==> src/rtl/fifo_umbral_pkg.sv <==
`default_nettype none
// ============================================================================
// Module      : fifo_umbral_pkg
// Description : Shared defaults for the thresholded FIFO: geometry, reset
//               values of the almost-full / almost-empty thresholds, the
//               push/pop operation encoding and a threshold saturation helper.
// Revision    : 1.0 - initial release
// ============================================================================
package fifo_umbral_pkg;

    localparam int DEFAULT_DATA_WIDTH = 6;
    localparam int DEFAULT_ADDR_WIDTH = 3;
    localparam int DEFAULT_DEPTH      = 1 << DEFAULT_ADDR_WIDTH;

    // Threshold register values after reset, in words.
    localparam int AF_DEFAULT = 6;
    localparam int AE_DEFAULT = 1;

    // Accepted operation in a cycle: {push accepted, pop accepted}.
    typedef enum logic [1:0] {
        OP_IDLE = 2'b00,
        OP_POP  = 2'b01,
        OP_PUSH = 2'b10,
        OP_BOTH = 2'b11
    } fifo_op_e;

    // Clamp a requested threshold to the FIFO depth.
    function automatic int unsigned sat_threshold(input int unsigned value,
                                                  input int unsigned depth);
        return (value > depth) ? depth : value;
    endfunction

endpackage : fifo_umbral_pkg
`default_nettype wire

==> src/rtl/fifo_umbral_mem_fifo.sv <==
`default_nettype none
// ============================================================================
// Module      : mem_fifo
// Description : Simple dual-port storage for fifo_umbral. One synchronous
//               write port, one read port with a registered output that holds
//               its value when no read is requested. The array itself is not
//               reset; only the read register is.
// Ports       : clk, i_reset_L (async, active-low)
//               i_wr_en / i_wr_addr / i_wr_data : write port
//               i_rd_en / i_rd_addr / o_rd_data : registered read port
// Revision    : 1.0 - initial release
// ============================================================================
module mem_fifo #(
    parameter int DATA_WIDTH = 6,
    parameter int ADDR_WIDTH = 3
) (
    input  logic                  clk,
    input  logic                  i_reset_L,
    input  logic                  i_wr_en,
    input  logic [ADDR_WIDTH-1:0] i_wr_addr,
    input  logic [DATA_WIDTH-1:0] i_wr_data,
    input  logic                  i_rd_en,
    input  logic [ADDR_WIDTH-1:0] i_rd_addr,
    output logic [DATA_WIDTH-1:0] o_rd_data
);

    localparam int c_DEPTH = 1 << ADDR_WIDTH;

    logic [DATA_WIDTH-1:0] r_mem [c_DEPTH];
    logic [DATA_WIDTH-1:0] r_rd_data;

    always_ff @(posedge clk) begin
        if (i_wr_en) begin
            r_mem[i_wr_addr] <= i_wr_data;
        end
    end

    // Read-before-write: when both ports hit the same address in one cycle
    // (push and pop while full) the old word is returned.
    always_ff @(posedge clk or negedge i_reset_L) begin
        if (!i_reset_L) begin
            r_rd_data <= '0;
        end else if (i_rd_en) begin
            r_rd_data <= r_mem[i_rd_addr];
        end
    end

    assign o_rd_data = r_rd_data;

endmodule : mem_fifo
`default_nettype wire

==> src/rtl/fifo_umbral.sv <==
`default_nettype none
// ============================================================================
// Module      : fifo_umbral
// Description : 8-deep synchronous FIFO with programmable almost-full and
//               almost-empty thresholds and a sticky overflow/underflow flag.
// Ports       : clk, reset_L (async, active-low)
//               init, umbral_af, umbral_ae : threshold capture
//               push, data_in              : write side
//               pop, data_out, valid_out   : read side (1-cycle latency)
//               full, empty, almost_full, almost_empty, error : status
// Revision    : 1.0 - initial release
// ============================================================================
module fifo_umbral
    import fifo_umbral_pkg::*;
#(
    parameter int DATA_WIDTH = DEFAULT_DATA_WIDTH,
    parameter int ADDR_WIDTH = DEFAULT_ADDR_WIDTH
) (
    input  logic                  clk,
    input  logic                  reset_L,
    input  logic                  init,
    input  logic [ADDR_WIDTH:0]   umbral_af,
    input  logic [ADDR_WIDTH:0]   umbral_ae,
    input  logic                  push,
    input  logic [DATA_WIDTH-1:0] data_in,
    input  logic                  pop,
    output logic [DATA_WIDTH-1:0] data_out,
    output logic                  valid_out,
    output logic                  full,
    output logic                  empty,
    output logic                  almost_full,
    output logic                  almost_empty,
    output logic                  error
);

    // Depth expressed in the counter's own width (only the MSB set).
    localparam logic [ADDR_WIDTH:0] c_DEPTH = {1'b1, {ADDR_WIDTH{1'b0}}};

    logic [ADDR_WIDTH:0]   r_count;
    logic [ADDR_WIDTH-1:0] r_wr_ptr;
    logic [ADDR_WIDTH-1:0] r_rd_ptr;
    logic                  r_valid;
    logic                  r_error;
    logic [ADDR_WIDTH:0]   r_af;
    logic [ADDR_WIDTH:0]   r_ae;

    logic                  w_full;
    logic                  w_empty;
    logic                  w_push_ok;
    logic                  w_pop_ok;
    logic                  w_error_evt;
    fifo_op_e              w_op;
    logic [ADDR_WIDTH:0]   w_af_sat;
    logic [ADDR_WIDTH:0]   w_ae_sat;

    assign w_full  = (r_count == c_DEPTH);
    assign w_empty = (r_count == '0);

    // A push into a full FIFO is still accepted when a pop frees the slot in
    // the same cycle; a pop from an empty FIFO is never accepted, even if a
    // push arrives alongside it.
    assign w_push_ok   = push && (!w_full || pop);
    assign w_pop_ok    = pop && !w_empty;
    assign w_error_evt = (pop && w_empty) || (push && w_full && !pop);

    always_comb begin
        w_op = fifo_op_e'({w_push_ok, w_pop_ok});
    end

    assign w_af_sat = (ADDR_WIDTH+1)'(sat_threshold(32'(umbral_af), 32'(c_DEPTH)));
    assign w_ae_sat = (ADDR_WIDTH+1)'(sat_threshold(32'(umbral_ae), 32'(c_DEPTH)));

    always_ff @(posedge clk or negedge reset_L) begin
        if (!reset_L) begin
            r_count  <= '0;
            r_wr_ptr <= '0;
            r_rd_ptr <= '0;
            r_valid  <= 1'b0;
            r_error  <= 1'b0;
            r_af     <= (ADDR_WIDTH+1)'(AF_DEFAULT);
            r_ae     <= (ADDR_WIDTH+1)'(AE_DEFAULT);
        end else begin
            case (w_op)
                OP_PUSH: r_count <= r_count + (ADDR_WIDTH+1)'(1);
                OP_POP:  r_count <= r_count - (ADDR_WIDTH+1)'(1);
                default: r_count <= r_count;
            endcase

            if (w_push_ok) begin
                r_wr_ptr <= r_wr_ptr + ADDR_WIDTH'(1);
            end
            if (w_pop_ok) begin
                r_rd_ptr <= r_rd_ptr + ADDR_WIDTH'(1);
            end

            r_valid <= w_pop_ok;

            if (w_error_evt) begin
                r_error <= 1'b1;
            end

            if (init) begin
                r_af <= w_af_sat;
                r_ae <= w_ae_sat;
            end
        end
    end

    mem_fifo #(
        .DATA_WIDTH (DATA_WIDTH),
        .ADDR_WIDTH (ADDR_WIDTH)
    ) u_mem (
        .clk       (clk),
        .i_reset_L (reset_L),
        .i_wr_en   (w_push_ok),
        .i_wr_addr (r_wr_ptr),
        .i_wr_data (data_in),
        .i_rd_en   (w_pop_ok),
        .i_rd_addr (r_rd_ptr),
        .o_rd_data (data_out)
    );

    assign valid_out    = r_valid;
    assign error        = r_error;
    assign full         = w_full;
    assign empty        = w_empty;
    assign almost_full  = (r_count >= r_af);
    assign almost_empty = (r_count <= r_ae);

endmodule : fifo_umbral
`default_nettype wire

==> config.mk <==
export PLATFORM = sky130hd
export DESIGN_NAME = fifo_umbral
export DESIGN_NICKNAME = d
export VERILOG_FILES = /design/src/rtl/fifo_umbral_pkg.sv /design/src/rtl/fifo_umbral_mem_fifo.sv /design/src/rtl/fifo_umbral.sv
export SDC_FILE = /design/constraint.sdc
export NUM_CORES = 1
export LEC_CHECK = 0
export BUFFER_PORTS_ARGS = -buffer_cell sky130_fd_sc_hd__buf_2
export CORE_UTILIZATION = 58
export DETAILED_ROUTE_END_ITERATION = 7
export PLACE_DENSITY = 0.76
export REMOVE_ABC_BUFFERS = 1
export SETUP_SLACK_MARGIN = 0.5
export SYNTH_ARGS = -nofsm -noshare
export SYNTH_HDL_FRONTEND = slang
export SYNTH_SLANG_ARGS = --single-unit
==> constraint.sdc <==
create_clock -name clk -period 3.4 [get_ports clk]
set_input_delay 0.17 -clock clk [delete_from_list [all_inputs] [get_ports clk]]
set_output_delay 0.17 -clock clk [all_outputs]
set_load 0.005 [all_outputs]
==> impl_metrics.json <==
{
  "antenna_found_initial": 0,
  "final_cell_mix": "edfxtp_1 (48), buf_2 (30), dfrtp_1 (23)",
  "hpwlAfterDp_mm": 3.707,
  "ys_ff_latch": 74,
  "hold_path.class": "input pin to flop",
  "ir_drop_v": 0.0003932,
  "crit_path_end_kind": "flop",
  "gr-total-overflow": 0,
  "ys_seq_area_share_pct": 64.20,
  "drc": 0,
  "synth_edf_count": 48,
  "fill_cells": 383,
  "first_iter_violations": 97,
  "coreArea_um2": 5270,
  "vias": 1861,
  "synth_ff_type": "edfxtp_1",
  "critPathLaunchType": "flop",
  "synth.distinct_cells": 35,
  "die_y_um": 77.02,
  "grt_pass1_wl_mm": 9.087,
  "worst_pin_slew_ps": 1038,
  "clock_latency_ps": 350,
  "fin_ws_ps": 856.7,
  "drv_cap": 0,
  "clk_pin_slew_worst_paths_ps": 70,
  "start_util_pct": 61.94,
  "grt_start_max_net_pins": 27,
  "crit_arrival_ps": 2770,
  "area_growth_syn_to_layout_pct": 12.19,
  "cts_root_buf": "clkbuf_8",
  "netlist_area_um2": 3264,
  "wl_per_cell_um": 15.23,
  "die_w_um": 77.02,
  "grt_use_total_pct": 21.15,
  "gp_congestion": 0.7568,
  "min_period_ps": 2543,
  "vias_per_cell": 5.410,
  "crit_start": "r_count[1]",
  "critical_path_class": "flop to flop",
  "row_count": 26,
  "crit_family": "simple AND/OR/NAND/NOR gates",
  "cp.required_ps": 3630,
  "diodes": 0,
  "grt_pass1_vias": 1871,
  "max_stage_delay_ps": 500,
  "async_flop_share_pct": 35.14,
  "crit_path_max_fanout": 10,
  "slew_viol_final": 0,
  "setup_violations": 0,
  "ant_nets": 0,
  "layout-drive-gt1-share_pct": 25.55,
  "rsz0062_at_grt": "no",
  "cts_tree": "yes",
  "p_per_area_nw_per_um2": 779.9,
  "fin_total_pwr_uw": 2856,
  "fin_worst_skew_ps": 6.736,
  "max_freq_ghz": 0.3932,
  "yosysWarnings": 0,
  "r2r-start": "r_count[1]",
  "cts_made_buffers": 9,
  "min_from": "umbral_af[0]",
  "ios": 31,
  "period_share_pct": 74.80,
  "pre_cts_slack_ps": 678.3,
  "drt_wl_total_mm": 5.238,
  "worst-path-buf-inv": 1,
  "synth_area_per_cell_um2": 14.32,
  "synthCells": 228,
  "status": "finished clean",
  "cp_slowest_cell": "dfrtp_1",
  "crit_top_cell": "xor2_1",
  "power.leakage_uw": 0.001458,
  "htree_levels": 3,
  "layout_commonest_cell": "edfxtp_1",
  "dr.pass1.iters": 4,
  "fin_nets": 301,
  "dieArea_um2": 5932,
  "max_slew_margin_pct": 30.29,
  "finalHoldViolations": 0,
  "numClockSinks": 74,
  "port_buffers": 30,
  "fin_setup_tns_ps": 0,
  "clockBufferDepth": 2,
  "path_cells": "or3_4 > o21ai_4 > inv_1 > ha_1 > xor2_1 > ha_1 > a21oi_1 > xor2_1 > nor2_1 > xor2_1"
}
stage by stage:
| step | cell area (um2) | hold WS, ps | util, % | cells |
|---|---|---|---|---|
| 6_report | 3662 | 60.04 | 69.49 | 344 |
| 4_1_cts | 3655 | 49.63 | 69.35 | 343 |
| 3_5_place_dp | 3476 | 194.8 | 65.95 | 326 |
| 2_1_floorplan | 3208 | -125.6 | - | 222 |
| 3_3_place_gp | 3476 | 194.0 | 65.95 | 326 |
| 5_1_grt | 3662 | 66.59 | 69.49 | 344 |
routing by layer:
layer | vias to the layer above | GRT usage (%) | share of wire [%]
li1 | 925 | - | -
met1 | 883 | 28.42 | 49
met2 | 45 | 31.07 | 45
met3 | 8 | 8.214 | 4.6
met4 | 0 | 8.302 | 1.3
met5 | - | 0 | 0
synthesized netlist by cell type, drive strengths merged, types with 2 or more instances:
master	number	area [um2]
dfstp	3	78.83
dfrtp	23	575.6
mux2	14	161.4
edfxtp	48	1441
a21o	4	30.03
o21a	2	15.01
xnor2	5	43.79
a21oi	2	10.01
ha	13	162.7
nand2b	5	31.28
o21ai	18	112.6
nand2	15	56.30
nand3b	8	60.06
nor2	7	26.28
nor3	5	25.02
mux2i	13	130.1
nor2b	2	12.51
o22ai	6	37.54
buf	5	52.54
a221o	6	60.06
inv	12	45.04
xor2	4	35.03
worst paths after layout:
| path | end | slack [ps] | depth (start not counted) |
|---|---|---|---|
| worst max-delay path | r_count[2] | 860 | 10 |
| worst min-delay path | r_af[0] | 60 | 3 |
| worst max register to register | r_count[2] | 860 | 10 |
| worst min register to register | error | 450 | 1 |
| max in group asynchronous | r_ae[0] | 2690 | 2 |
| min in group asynchronous | error | 340 | 2 |
cells by family (layout without fill, tap and decap cells):
| group | Yosys count | in the layout | share of synthesized area, % |
|---|---|---|---|
| adder cells (fa/ha/maj) | 13 | 13 | 4.983 |
| multiplexers | 27 | 27 | 8.930 |
| XOR/XNOR | 9 | 9 | 2.415 |
| AO/OA/AOI/OAI | 39 | 39 | 8.432 |
| flip-flops | 74 | 74 | 64.20 |
| AND/OR/NAND/NOR | 48 | 48 | 7.934 |
| buffers and inverters | 18 | 64 | 3.104 |
tightest hold or removal path, delay by kind of cell:
kind                   cells  cell delay (ps)
and+or+nand+nor            1               60
buffers and inverters      1               70
AOI/OAI and AO/OA          1               70
power by group:
group / internal, uW / switching (uW)
combinational: 479 / 429
sequential: 1170 / 207
clock: 261 / 313
timing repair:
item / in CTS / in global routing
resized for setup: 0 / 0
hold endpoints to repair: 23 / 0
hold buffers: 1 / 0
setup buffers: 0 / 1
endpoints found under the setup margin: 0 / 1
sequential cells by signal (all words and copies together), names as in the netlist:
signal,flops
r_rd_ptr,3
valid_out,1
r_af,4
r_wr_ptr,3
error,1
r_ae,4
u_mem.r_mem,48
u_mem.o_rd_data,6
r_count,4
layout make-up:
cell class                      count  area [um2]  area share, %
Clock buffer                        9       123.9          3.382
Clock inverter                      7       45.04          1.230
Inverter                           12       45.04          1.230
Timing Repair Buffer               36       197.7          5.398
Tap cell                           70       87.58          2.392
Multi-Input combinational cell    136        1067          29.14
Sequential cell                    74        2096          57.23
No activity file was read; power rests on OpenSTA's default activity.
